`src/rtl/ll_manager_pkg.sv`:
```
// rtl/ll_manager_pkg.sv - shared defaults for the linked-list page manager
package ll_manager_pkg;

   localparam int DEF_SOURCES = 4;
   localparam int DEF_SINKS   = 4;
   localparam int DEF_LPSZ    = 8;
   localparam int NUM_PAGES   = 2 ** DEF_LPSZ;

endpackage

```
`src/rtl/ll_rr_arb.sv`:
```
// rtl/ll_rr_arb.sv - round-robin arbiter, priority restarts just after the last winner
module ll_rr_arb #(
   parameter int WIDTH = 4
) (
   input  logic             clk_i,
   input  logic             rst_ni,
   input  logic [WIDTH-1:0] req_i,
   input  logic             advance_i,
   output logic [WIDTH-1:0] gnt_o
);

   localparam int PW = (WIDTH > 1) ? $clog2(WIDTH) : 1;

   logic [PW-1:0] ptr_q, ptr_d;
   logic [PW-1:0] idx;
   logic          found;
   int            pos;

   always_comb begin
      gnt_o = '0;
      ptr_d = ptr_q;
      found = 1'b0;
      idx   = '0;
      pos   = 0;
      for (int k = 0; k < WIDTH; k++) begin
         pos = int'(ptr_q) + k;
         if (pos >= WIDTH) pos = pos - WIDTH;
         idx = PW'(pos);
         if (!found && req_i[idx]) begin
            found      = 1'b1;
            gnt_o[idx] = 1'b1;
            ptr_d      = (pos == WIDTH - 1) ? '0 : PW'(pos + 1);
         end
      end
   end

   always_ff @(posedge clk_i or negedge rst_ni) begin
      if (!rst_ni)        ptr_q <= '0;
      else if (advance_i) ptr_q <= ptr_d;
   end

endmodule

```
`src/rtl/ll_manager.sv`:
```
// rtl/ll_manager.sv - free-page pool: fresh counter then returned-page FIFO, RR grant/return
// Define LL_MANAGER_CHECK_EN to add the allocated bitmap and the sticky err output.
module ll_manager
   import ll_manager_pkg::*;
#(
   parameter int SOURCES = DEF_SOURCES,
   parameter int SINKS   = DEF_SINKS,
   parameter int LPSZ    = DEF_LPSZ
) (
`ifdef LL_MANAGER_CHECK_EN
   output logic                  err,
`endif
   input  logic                  clk,
   input  logic                  reset,
   input  logic [SOURCES-1:0]    pgreq,
   output logic [SOURCES-1:0]    pgack,
   output logic [SOURCES-1:0]    lprq_srdy,
   input  logic [SOURCES-1:0]    lprq_drdy,
   output logic [LPSZ-1:0]       lprq_page,
   input  logic [SINKS-1:0]      lprt_srdy,
   output logic [SINKS-1:0]      lprt_drdy,
   input  logic [SINKS*LPSZ-1:0] lprt_page_list
);

   localparam int              POOL_PAGES = 2 ** LPSZ;
   localparam logic [LPSZ:0]   POOL_FULL  = {1'b1, {LPSZ{1'b0}}};
   localparam logic [LPSZ:0]   ONE_CNT    = 1;
   localparam logic [LPSZ-1:0] ONE_PG     = 1;

   logic [LPSZ:0]        fresh_q, fresh_d;
   logic [LPSZ:0]        fifo_cnt_q, fifo_cnt_d;
   logic [LPSZ-1:0]      rd_q, rd_d, wr_q, wr_d;
   logic [LPSZ-1:0]      mem_q [POOL_PAGES];
   logic                 dv_q, dv_d;
   logic [SOURCES-1:0]   dsrc_q, dsrc_d, pgack_q, pgack_d;
   logic [LPSZ-1:0]      dpage_q, dpage_d;

   logic [SOURCES-1:0]   req_gnt;
   logic [SINKS-1:0]     rt_gnt;
   logic                 emptying, pool_ne, fresh_left, do_grant, pop, push, ret_any;
   logic [LPSZ-1:0]      alloc_page, ret_page;

`ifdef LL_MANAGER_CHECK_EN
   logic [POOL_PAGES-1:0] alloc_q, alloc_d;
   logic                  err_q, err_d;
`endif

   ll_rr_arb #(.WIDTH(SOURCES)) u_req_arb (
      .clk_i     (clk),
      .rst_ni    (reset),
      .req_i     (pgreq),
      .advance_i (do_grant),
      .gnt_o     (req_gnt)
   );

   ll_rr_arb #(.WIDTH(SINKS)) u_ret_arb (
      .clk_i     (clk),
      .rst_ni    (reset),
      .req_i     (lprt_srdy),
      .advance_i (ret_any),
      .gnt_o     (rt_gnt)
   );

   always_comb begin
      fresh_d    = fresh_q;
      fifo_cnt_d = fifo_cnt_q;
      rd_d       = rd_q;
      wr_d       = wr_q;
      dv_d       = dv_q;
      dsrc_d     = dsrc_q;
      dpage_d    = dpage_q;
      pgack_d    = '0;
      ret_page   = '0;

      fresh_left = (fresh_q != POOL_FULL);
      emptying   = dv_q && (|(dsrc_q & lprq_drdy));
      pool_ne    = fresh_left || (fifo_cnt_q != '0);
      do_grant   = (!dv_q || emptying) && pool_ne && (|pgreq);
      pop        = do_grant && !fresh_left;
      alloc_page = fresh_left ? fresh_q[LPSZ-1:0] : mem_q[rd_q];
      ret_any    = |lprt_srdy;

      for (int j = 0; j < SINKS; j++) begin
         if (rt_gnt[j]) ret_page = lprt_page_list[j*LPSZ +: LPSZ];
      end

`ifdef LL_MANAGER_CHECK_EN
      // Unallocated returns are still handshaken so the sink never stalls, but dropped.
      alloc_d = alloc_q;
      err_d   = err_q;
      push    = ret_any && alloc_q[ret_page] && (fifo_cnt_q != POOL_FULL);
      if (ret_any) begin
         if (alloc_q[ret_page]) alloc_d[ret_page] = 1'b0;
         else                   err_d             = 1'b1;
      end
      if (do_grant) alloc_d[alloc_page] = 1'b1;
`else
      push = ret_any && (fifo_cnt_q != POOL_FULL);
`endif

      if (emptying) dv_d = 1'b0;
      if (do_grant) begin
         dv_d    = 1'b1;
         dsrc_d  = req_gnt;
         dpage_d = alloc_page;
         pgack_d = req_gnt;
         if (fresh_left) fresh_d = fresh_q + ONE_CNT;
         else            rd_d    = rd_q + ONE_PG;
      end

      if (push) wr_d = wr_q + ONE_PG;
      fifo_cnt_d = fifo_cnt_q + {{LPSZ{1'b0}}, push} - {{LPSZ{1'b0}}, pop};
   end

   always_ff @(posedge clk or negedge reset) begin
      if (!reset) begin
         fresh_q    <= '0;
         fifo_cnt_q <= '0;
         rd_q       <= '0;
         wr_q       <= '0;
         dv_q       <= 1'b0;
         dsrc_q     <= '0;
         dpage_q    <= '0;
         pgack_q    <= '0;
      end else begin
         fresh_q    <= fresh_d;
         fifo_cnt_q <= fifo_cnt_d;
         rd_q       <= rd_d;
         wr_q       <= wr_d;
         dv_q       <= dv_d;
         dsrc_q     <= dsrc_d;
         dpage_q    <= dpage_d;
         pgack_q    <= pgack_d;
      end
   end

   always_ff @(posedge clk) begin
      if (push) mem_q[wr_q] <= ret_page;
   end

`ifdef LL_MANAGER_CHECK_EN
   always_ff @(posedge clk or negedge reset) begin
      if (!reset) begin
         alloc_q <= '0;
         err_q   <= 1'b0;
      end else begin
         alloc_q <= alloc_d;
         err_q   <= err_d;
      end
   end

   assign err = err_q;
`endif

   assign pgack     = pgack_q;
   assign lprq_srdy = dv_q ? dsrc_q : '0;
   assign lprq_page = dpage_q;
   assign lprt_drdy = reset ? rt_gnt : '0;

endmodule

```
`config.mk`:
```
export PLATFORM = sky130hd
export DESIGN_NAME = ll_manager
export DESIGN_NICKNAME = d
export VERILOG_FILES = /design/src/rtl/ll_manager_pkg.sv /design/src/rtl/ll_rr_arb.sv /design/src/rtl/ll_manager.sv
export SDC_FILE = /design/constraint.sdc
export NUM_CORES = 2
export LEC_CHECK = 0
export CAP_MARGIN = 15
export CORE_MARGIN = 2
export CORE_UTILIZATION = 25
export CTS_BUF_LIST = sky130_fd_sc_hd__clkbuf_8
export CTS_CLUSTER_SIZE = 24
export DETAILED_ROUTE_END_ITERATION = 10
export HOLD_SLACK_MARGIN = 0.06
export PLACE_DENSITY_LB_ADDON = 0.12
export SLEW_MARGIN = 20
export SYNTH_ARGS = -nofsm -noshare
export SYNTH_HDL_FRONTEND = slang
export SYNTH_SLANG_ARGS = --single-unit
```
`constraint.sdc`:
```
create_clock -name clk -period 10 [get_ports clk]
set_input_delay 1.5 -clock clk [delete_from_list [all_inputs] [get_ports clk]]
set_output_delay 1.5 -clock clk [all_outputs]
set_load 0.02 [all_outputs]
```
==> out/metrics.yaml <==
outcome: "complete, no violations"
synth_nets: 4277
synth-compound-area-share_pct: 3.98
dieHeight_um: 581
numCtsBuffers: 368
max-vdd-ir-drop_uv: 861
drt-pass1-iter-count: 6
ys_seq_area_share_pct: 75.5
post-dp-hpwl_um: 164000
synth.distinct_cells: 83
grt_pass1_vias: 44500
cts_root_buf: "clkbuf_8"
clk_pin_slew_ps: 50
critPathArrivalTime_ps: 4570
fmax_mhz: 165
crit_fanout: 10
drc: 0
clk_path_buf_depth: 4
cts_hold_buf: 0
tns_ps: 0
synth_top_family_by_area: "multiplexers"
htreeDepth: 5
gp_congestion: 0.774
syn_area_mm2: 0.0833
grt_pass1_wl_um: 386000
finalHoldViolCount: 0
cts_num_sinks: 2103
power.leakage_uw: 0.0310
slowest_stage: "o32ai_1"
worst-endpoint-required_ps: 8500
grt_usage_pct: 16.3
synth_adder_area_share_pct: 0.445
finalSetupViolCount: 0
gr-total-overflow: 0
synth-main-ff-cell: "edfxtp_1"
num-nets-final: 4579
synthSimpleGateAreaFrac_pct: 3.19
stdcell_count: 9139
maxSlewViolCount: 0
place_inst: 8500
wl_um: 281000
die-area_mm2: 0.338
async_flop_share_pct: 2.62
rsz0062_at_grt: "no"
synth_edf_count: 2048
drtIter0Drc: 3730
ys_warn_count: 0
synthXorXnorAreaFrac_pct: 0.326
power.density_mw_per_mm2: 300
synth_top_area_share_pct: 73.8
crit_chain: "clkdlybuf4s50_1 > or3_1 > o32ai_1 > a221o_1 > and2_1 > clkdlybuf4s50_1"
critPathKind: "primary input to primary output"
post-cts-setup-buffers: 0
min_path_type: "flop to flop"
via_count: 43300
timing.critical_path.mode_cell: "clkdlybuf4s50_1"
synth.area.mux_share_pct: 14.6
cts_tree: "done"
port_buffers: 65
worstMarginPinSlew_ps: 1240
dieWidth_um: 581
syn2layout_area_growth_pct: 14.8
cts_resized: 0
clock_latency_ps: 1010
cp_slowest_stage_delay_ps: 830
synth_seq_cells: 2103
wl_per_cell_um: 30.7
period_share_pct: 60.7
clock_skew_ps: 57.0
max_cap_violations: 0
drive_above_1_share_pct: 21.5
fill_cells: 32700
slew_headroom_pct: 17.1
seq_area_mm2: 0.0629
io_pins: 66
start_util_pct: 25.2
coreArea_mm2: 0.331
synth_common_cells: "edfxtp_1, mux4_2, nor2_1"
multi_input_area_mm2: 0.0191
placementRows: 211
synth_largest_area_cell: "edfxtp_1"
grt_max_degree: 205
postRouteAntennaNets: 0
end_kind: "primary output"
start_kind: "primary input"
fin_crit_ps: 6070
yosys-top-cells-area: "edfxtp_1, mux4_2, mux2i_1, dfrtp_1, nor2_1"
vias_per_cell: 4.74
synth.most_common_cell: "edfxtp_1"
synthCells: 4202
synth.avg_cell_area_um2: 19.8
antenna_found_initial: 21
state kept, by name (all words and copies together), names as in the netlist:
name	cells
dsrc_q	4
dv_q	1
fifo_cnt_q	9
fresh_q	9
lprq_page	8
mem_q	2048
pgack	4
rd_q	8
u_req_arb.ptr_q	2
u_ret_arb.ptr_q	2
wr_q	8
area by class of cell:
| class | count | share of cell area [%] |
|---|---|---|
| multi-input cells | 1818 | 19.9 |
| well taps | 4366 | 5.71 |
| repair buffers | 177 | 1.75 |
| inverters | 36 | 0.146 |
| flip-flops and latches | 2103 | 65.7 |
| clock inverters | 250 | 1.20 |
| clock buffers | 382 | 5.49 |
| diodes | 7 | 0.0183 |
kinds of logic (layout without fill, tap and decap cells):
group / Yosys count / after routing
AOI/OAI and AO/OA: 477 / 477
xor gates and xnor gates: 31 / 31
adders and majority gates: 29 / 29
buffers and inverters: 281 / 845
DFF: 2103 / 2103
muxes: 660 / 660
other: 0 / 7
and+or+nand+nor: 621 / 621
critical path: cells and delay by family:
family | cells | cell delay, ps
AO/OA/AOI/OAI | 2 | 1360
buffers and inverters | 2 | 1110
AND/OR/NAND/NOR | 2 | 590
per-stage QoR:
step | power (uW) | hold slack, ps | util [%] | setup slack (ps) | area, um^2
after floorplan | 18500 | 445 | - | 1780 | 83300
after global placement | 21800 | 482 | 27.0 | 3810 | 89300
after detailed placement | 21900 | 486 | 27.0 | 3760 | 89300
after CTS | 29200 | 497 | 28.9 | 3940 | 95700
after global routing | 29900 | 512 | 28.9 | 3750 | 95700
final | 28700 | 493 | 28.9 | 3930 | 95700
routing by layer:
layer / share of wire [%] / track usage, % / routed length (um) / vias up
met5: 0 / 0 / 0 / -
met4: 2.3 / 3.90 / 6360 / 0
met3: 4.8 / 2.48 / 13600 / 380
met2: 47 / 26.0 / 131000 / 1278
met1: 46 / 23.3 / 130000 / 23600
li1: - / - / - / 18000
worst paths after layout:
path	slack (ps)	start	cells after the start	end
setup / recovery	3930	lprt_srdy[3]	6	lprt_drdy[1]
hold / removal	490	fresh_q[8]$_DFFE_PN0P_	1	fresh_q[8]$_DFFE_PN0P_
setup reg to reg	4890	u_ret_arb.ptr_q[0]$_DFFE_PN0P_	11	mem_q[68][5]$_DFFE_PP_
hold reg to reg	490	fresh_q[8]$_DFFE_PN0P_	1	fresh_q[8]$_DFFE_PN0P_
max in group asynchronous	8540	reset	2	rd_q[2]$_DFFE_PN0P_
min in group asynchronous	760	reset	2	u_ret_arb.ptr_q[1]$_DFFE_PN0P_
power breakdown:
group | switching (uW) | internal, uW | total, uW
clock | 3580 | 3620 | 7200
combinational | 6010 | 907 | 6920
sequential | 172 | 14400 | 14600
cell usage in the layout, fill, tap and decap left out, drive strengths merged, types with 9 or more instances in the layout:
cell type      netlist  layout
mux4               435     435
dfrtp               55      55
clkbuf             107     382
o22ai               48      48
ha                  28      28
nor2               337     337
a21oi              103     103
nor3                27      27
clkdlybuf4s50        0      64
a22oi               78      78
a22o                 9       9
clkinv               3     116
a221oi              28      28
mux2i              210     210
nand3               48      48
o21ai               53      53
inv                 33     162
mux2                15      15
edfxtp            2048    2048
nand2              133     133
xnor2               26      26
and2                12      12
a222oi               9       9
a211oi              17      17
a311oi               9       9
a31oi               22      22
o221ai              38      38
buf                138     113
nand4               12      12
nor2b               19      19
Power figures use the tool's default switching activity.
